--- src/rtl/spi_frame_receiver.sv ---
// SPI (mode 0, LSB first) configuration frame receiver: header word gives start
// address and word count, each following word becomes one register-file write.
module spi_frame_receiver #(
  parameter int WIDTH  = 32,
  parameter int ADDR_W = 8
) (
  input  logic              clk_i,
  input  logic              rstn_i,
  input  logic              sck_i,
  input  logic              mosi_i,
  input  logic              cs_n_i,
  output logic [WIDTH-1:0]  wr_data_o,
  output logic [ADDR_W-1:0] wr_addr_o,
  output logic              wr_valid_o,
  output logic              frame_done_o,
  output logic              frame_error_o,
  output logic              busy_o
);

  localparam int CNT_W = (WIDTH > 1) ? $clog2(WIDTH) : 1;

  typedef enum logic [1:0] {IDLE, HEADER, DATA, DRAIN} state_e;

  logic sck_meta_q, sck_sync_q, sck_prev_q;
  logic mosi_meta_q, mosi_sync_q;
  logic cs_meta_q, cs_sync_q, cs_prev_q;

  state_e             state_q, state_d;
  logic [CNT_W-1:0]   bit_cnt_q, bit_cnt_d;
  logic [WIDTH-1:0]   shift_q, shift_d;
  logic [ADDR_W-1:0]  addr_q, addr_d;
  logic [7:0]         remaining_q, remaining_d;
  logic               overrun_q, overrun_d;
  logic [WIDTH-1:0]   wr_data_q, wr_data_d;
  logic [ADDR_W-1:0]  wr_addr_q, wr_addr_d;
  logic               wr_valid_q, wr_valid_d;
  logic               done_q, done_d;
  logic               error_q, error_d;

  logic             sck_rise, cs_fall, cs_rise, word_done;
  logic [WIDTH-1:0] word_in;

  // cs_n chain resets low so a frame already running across reset never looks like a fresh start
  always_ff @(posedge clk_i) begin
    if (!rstn_i) begin
      sck_meta_q  <= 1'b0;
      sck_sync_q  <= 1'b0;
      sck_prev_q  <= 1'b0;
      mosi_meta_q <= 1'b0;
      mosi_sync_q <= 1'b0;
      cs_meta_q   <= 1'b0;
      cs_sync_q   <= 1'b0;
      cs_prev_q   <= 1'b0;
    end else begin
      sck_meta_q  <= sck_i;
      sck_sync_q  <= sck_meta_q;
      sck_prev_q  <= sck_sync_q;
      mosi_meta_q <= mosi_i;
      mosi_sync_q <= mosi_meta_q;
      cs_meta_q   <= cs_n_i;
      cs_sync_q   <= cs_meta_q;
      cs_prev_q   <= cs_sync_q;
    end
  end

  assign sck_rise  = sck_sync_q & ~sck_prev_q;
  assign cs_fall   = ~cs_sync_q & cs_prev_q;
  assign cs_rise   = cs_sync_q & ~cs_prev_q;
  assign word_in   = {mosi_sync_q, shift_q[WIDTH-1:1]};
  assign word_done = (bit_cnt_q == CNT_W'(WIDTH - 1));

  always_ff @(posedge clk_i) begin
    if (!rstn_i) begin
      state_q     <= IDLE;
      bit_cnt_q   <= '0;
      shift_q     <= '0;
      addr_q      <= '0;
      remaining_q <= '0;
      overrun_q   <= 1'b0;
      wr_data_q   <= '0;
      wr_addr_q   <= '0;
      wr_valid_q  <= 1'b0;
      done_q      <= 1'b0;
      error_q     <= 1'b0;
    end else begin
      state_q     <= state_d;
      bit_cnt_q   <= bit_cnt_d;
      shift_q     <= shift_d;
      addr_q      <= addr_d;
      remaining_q <= remaining_d;
      overrun_q   <= overrun_d;
      wr_data_q   <= wr_data_d;
      wr_addr_q   <= wr_addr_d;
      wr_valid_q  <= wr_valid_d;
      done_q      <= done_d;
      error_q     <= error_d;
    end
  end

  always_comb begin
    state_d     = state_q;
    bit_cnt_d   = bit_cnt_q;
    shift_d     = shift_q;
    addr_d      = addr_q;
    remaining_d = remaining_q;
    overrun_d   = overrun_q;
    wr_data_d   = wr_data_q;
    wr_addr_d   = wr_addr_q;
    wr_valid_d  = 1'b0;
    done_d      = 1'b0;
    error_d     = 1'b0;

    if (state_q == IDLE) begin
      if (cs_fall) begin
        state_d   = HEADER;
        bit_cnt_d = '0;
        overrun_d = 1'b0;
      end
    end else if (cs_rise) begin
      // cs_rise takes priority over a coincident sck_rise; that bit is dropped
      state_d   = IDLE;
      bit_cnt_d = '0;
      overrun_d = 1'b0;
      if (state_q == DRAIN && !overrun_q && bit_cnt_q == '0) begin
        done_d = 1'b1;
      end else begin
        error_d = 1'b1;
      end
    end else if (sck_rise) begin
      shift_d   = word_in;
      bit_cnt_d = word_done ? '0 : bit_cnt_q + CNT_W'(1);
      case (state_q)
        HEADER: begin
          if (word_done) begin
            addr_d      = word_in[ADDR_W-1:0];
            remaining_d = word_in[ADDR_W+7:ADDR_W];
            state_d     = (word_in[ADDR_W+7:ADDR_W] != 8'd0) ? DATA : DRAIN;
          end
        end
        DATA: begin
          if (word_done) begin
            wr_valid_d  = 1'b1;
            wr_data_d   = word_in;
            wr_addr_d   = addr_q;
            addr_d      = addr_q + ADDR_W'(1);
            remaining_d = remaining_q - 8'd1;
            if (remaining_q == 8'd1) begin
              state_d = DRAIN;
            end
          end
        end
        DRAIN: begin
          overrun_d = 1'b1;
        end
        default: begin
          state_d = IDLE;
        end
      endcase
    end
  end

  assign wr_data_o     = wr_data_q;
  assign wr_addr_o     = wr_addr_q;
  assign wr_valid_o    = wr_valid_q;
  assign frame_done_o  = done_q;
  assign frame_error_o = error_q;
  assign busy_o        = (state_q != IDLE);

endmodule
--- config.mk ---
export PLATFORM = sky130hd
export DESIGN_NAME = spi_frame_receiver
export DESIGN_NICKNAME = d
export VERILOG_FILES = /design/src/rtl/spi_frame_receiver.sv
export SDC_FILE = /design/constraint.sdc
export NUM_CORES = 1
export LEC_CHECK = 0
export BUFFER_PORTS_ARGS = -buffer_cell sky130_fd_sc_hd__buf_2
export CELL_PAD_IN_SITES_DETAIL_PLACEMENT = 0
export CELL_PAD_IN_SITES_GLOBAL_PLACEMENT = 1
export CORE_UTILIZATION = 45
export CTS_BUF_LIST = sky130_fd_sc_hd__clkbuf_4 sky130_fd_sc_hd__clkbuf_8
export CTS_CLUSTER_SIZE = 12
export DETAILED_ROUTE_END_ITERATION = 7
export GPL_TIMING_DRIVEN = 0
export PLACE_DENSITY_LB_ADDON = 0.12
export REMOVE_ABC_BUFFERS = 1
export SYNTH_ARGS = -nofsm -noshare
export SYNTH_HDL_FRONTEND = slang
export SYNTH_SLANG_ARGS = --single-unit
--- constraint.sdc ---
create_clock -name clk_i -period 2.4 [get_ports clk_i]
set_input_delay 0.36 -clock clk_i [delete_from_list [all_inputs] [get_ports clk_i]]
set_output_delay 0.36 -clock clk_i [all_outputs]
set_load 0.005 [all_outputs]
==> results.txt <==
The run finished with clean final reports. The most used flip-flop cell after synthesis is sky130_fd_sc_hd__dfxtp_1. The worst setup path is captured at a flop.

The routed layout has 3,673 vias. In this run, CTS created clock tree buffers numbering 9. In the final layout, the share of cells above drive strength 1 is 14.1%.

The mean post-synth cell area came out at 8.29 sq um. In this run the count of I/O pins placed on the die edge is 49. In this run the power density over the cells is 603 mW/mm^2. The run gives 57.1% as the sequential cell fraction of total power. The first routing iteration left 122 violations. The Yosys step of the flow raised 0 warnings.

At the worst endpoint, the arrival time is 2.52 ns. The count of final hold-check violations is 0, and the effective utilization at floorplan is 46.3%. The layout overhead on the synthesized area came out at 13.3%. The signal on the critical path passes through ha_1 > and3_1 > ha_1 > and3b_1 > nand3_4 > or2_4 > o21ai_0 > a21boi_0.

The critical path starts at bit_cnt_q[0]$_SDFFE_PN0P_. OpenSTA, run right after detailed placement, puts the worst setup slack at -0.740 ns. TritonCTS built the clock tree.

The final critical-path setup slack came out at 0.158 ns. Total routing usage reported by global routing: 19.7%. On the final layout, the worst hold slack is 0.182 ns. The clock reaches the later pin of the worst-skew pair after 0.38 ns. The slew at the pin closest to its max-slew limit works out to 0.884 ns. The count of final max-slew check failures was 0; the largest net degree at the start of global routing was 108.

The endpoint of the worst-slack reg-to-reg timing path was remaining_q[2]$_SDFFE_PN0P_. The ratio of final minimum period to clock period is 93.4%, and the filler cell count in the final layout is 980. The register bit total from synthesis is 106, and the count of buffer and inverter cells on the critical path is 0. The worst setup path is launched from a flop. Counting flops with an async set or reset pin after synthesis yields a share of 0%. Fraction of synthesized cell area taken by the top area cell type: 46.9%. CTS saw 106 sinks. In this run the cell area of the synthesized design comes to 0.00453 sq mm.

In the final routed layout, each cell accounts on average for 13.4 microns. On the critical path, the stage with the largest delay is an instance of sky130_fd_sc_hd__dfxtp_1. The most common cell after layout, fill and taps aside was sky130_fd_sc_hd__nand2_1. The logs give 2.67 ns for the endpoint required time on the critical path and 0 for the number of hold buffers added after CTS. The run gives 0.0186 ns as the largest clock skew in the final design. In this run the worst setup path terminates at remaining_q[2]$_SDFFE_PN0P_. Per report_power, the combinational group accounts for 2.8% of the total. Net switching is 21.6% of the power. After clock tree synthesis, the clock-pin slew on the worst setup and hold paths is 0.11 ns. The worst reg2reg path depth is 8.

The largest fanout on the critical path was 10; the antenna diode count was 0. Once placement completed, the tool counted placed cells totaling 697. The worst register-to-register path has a setup slack of 0.16 ns.

The first global-routing pass estimated 16,100 microns of wire. The cell type with the highest occurrence count on the critical path was sky130_fd_sc_hd__ha_1. The tools report the relative max-transition margin as 41.0%. Detailed placement finished with a half-perimeter wire length of 6020 microns. The per-cell via count in the routed design is 5.14, and the net switching power of the design is 0.000669 W. For this block, the routed nets add up to 9530 microns of wire.

Buffers placed on the I/O ports in this run total 48. Power consumption: 0.00310 W. Type of the worst setup path: reg -> reg. The initial antenna violation count is 0, and the path length in cells of the critical path is 8. The total number of nets in the final design was 593.

The number of nets with antenna violations after detailed routing was 0; the weighted congestion reported at the end of routability-driven placement was 0.758. Synthesis produced a netlist whose cell count is 546. The tools report the part of the Yosys area used for sequential elements as 46.9%. Registers take 0.00212 sq mm. Startpoint of the worst register-to-register path: bit_cnt_q[0]$_SDFFE_PN0P_.

The max-cap check violation count was 0; the largest stage delay on the critical path was 0.39 ns. VDD sags by at most 0.342 mV. The die span in y was 102 microns.

Setup repair after global routing left no endpoint under its margin. H-tree level count: 3. By area the synthesized netlist is led by sky130_fd_sc_hd__dfxtp_1 (47%), sky130_fd_sc_hd__nand2_1 (14%), sky130_fd_sc_hd__a21boi_0 (9.8%). Per report_power, the clock group accounts for 40.0% of the total. The number of search-and-repair iterations in the first detailed-routing pass came out at 5.

The maximum root-to-sink buffer count is 2, and the via count of the first global-routing pass is 3,359. The die is 102 microns wide. In this run the standard cell core region covers 0.00977 sq mm.

The internal portion of the total power is 0.00243 W. Path category of the worst min-delay check: in -> reg. The number of flops mapped to enable cells by yosys was 0. The total setup violations reported at the end of the flow came out at 0.

Of all cell types, the one taking the most synthesized area is sky130_fd_sc_hd__dfxtp_1. In this design, the largest share of critical-path delay is due to simple AND/OR/NAND/NOR gates. Row generation in the floorplan step produced 36 rows. The logs give 0 for the DRC violation count after routing and 446 MHz for the highest clock frequency the design can meet.

The number of different library cells used by synthesis comes to 51. The overall die area was 0.0105 sq mm. The tools report the final non-filler cell total as 714. The top cell types in the final layout, fill and taps aside, are sky130_fd_sc_hd__nand2_1 (167), sky130_fd_sc_hd__dfxtp_1 (106), sky130_fd_sc_hd__a21boi_0 (59). The root buffer cell chosen for the clock tree is sky130_fd_sc_hd__clkbuf_8. After routing, the total negative slack on setup checks comes to 0 ns. The cell leakage power came out at 1.88 nW. The shortest period the worst path allows came out at 2.24 ns. The sum of overflow across all layers after global routing came out at 0.

The area used by multi-input combinational logic is 0.00225 sq mm.
==> cell families after synthesis <==
| kind of cell | synth area share (%) |
|---|---|
| mux | 0.663 |
| simple gates | 24.4 |
| flops | 46.9 |
| compound gates | 20.6 |
| fa+ha+maj | 3.04 |
| xor+xnor | 0.387 |
| buf+inv | 4.06 |
==> synth_stat cells (all sizes together), types with 6 or more instances <==
master,instances
buf,17
inv,9
o21ai,14
dfxtp,106
nand2,167
clkbuf,17
nor3,6
and2,11
ha,11
nand3,11
a21oi,13
nor2,27
a21boi,80
==> registers in the layout, indices dropped and copies added, names as in the netlist, 2 cells and up <==
register     cells
addr_q           8
bit_cnt_q        5
remaining_q      8
shift_q         31
state_q          2
wr_addr_o        8
wr_data_o       32
==> what timing repair did <==
item,4_1_cts,5_1_grt
gates resized for setup,2,3
endpoints found under the setup margin,55,60
pin swaps,1,1
setup buffers,1,1
==> power by group through the flow <==
| stage | sequential (W) | clock [W] | combinational, W |
|---|---|---|---|
| after floorplan | 0.00181 | 0 | 0.0000510 |
| after global placement | 0.00181 | 0 | 0.0000880 |
| after detailed placement | 0.00181 | 0 | 0.0000879 |
| after CTS | 0.00177 | 0.00126 | 0.0000885 |
| after global routing | 0.00177 | 0.00134 | 0.0000974 |
| final | 0.00177 | 0.00124 | 0.0000880 |
==> layout make-up <==
type                       count  area share (%)
clock buffer                  11            2.83
sequential                   106            41.4
multi-input combinational    397            43.9
timing repair buffer          54            6.54
inverter                       9           0.658
tap                          133            3.24
clock inverter                 4            1.44
==> metal layers <==
layer  vias to the layer above  wire length (microns)  GRT usage [%]
met2                        48                   4190           30.5
met5                         -                      0              0
met3                        12                    261           3.35
met1                      1734                   4900           26.9
li1                       1879                      -              -
met4                         0                    183           8.90
==> worst min-delay path by stage <==
stage | startpoint | endpoint | cells after the start
after floorplan | cs_meta_q$_SDFF_PN0_ | cs_sync_q$_SDFF_PN0_ | 1
after global placement | sck_meta_q$_SDFF_PN0_ | sck_sync_q$_SDFF_PN0_ | 1
after detailed placement | mosi_meta_q$_SDFF_PN0_ | mosi_sync_q$_SDFF_PN0_ | 1
after CTS | mosi_i | mosi_meta_q$_SDFF_PN0_ | 2
after global routing | mosi_i | mosi_meta_q$_SDFF_PN0_ | 2
final | mosi_i | mosi_meta_q$_SDFF_PN0_ | 2
==> stage by stage <==
step | cell area (sq um) | utilization, %
6_report | 5130 | 52.5
5_1_grt | 5130 | 52.5
4_1_cts | 5110 | 52.3
3_5_place_dp | 4880 | 49.9
3_3_place_gp | 4780 | 49.0
2_1_floorplan | 4380 | -
Note: power is estimated with default switching activity, not from simulation.
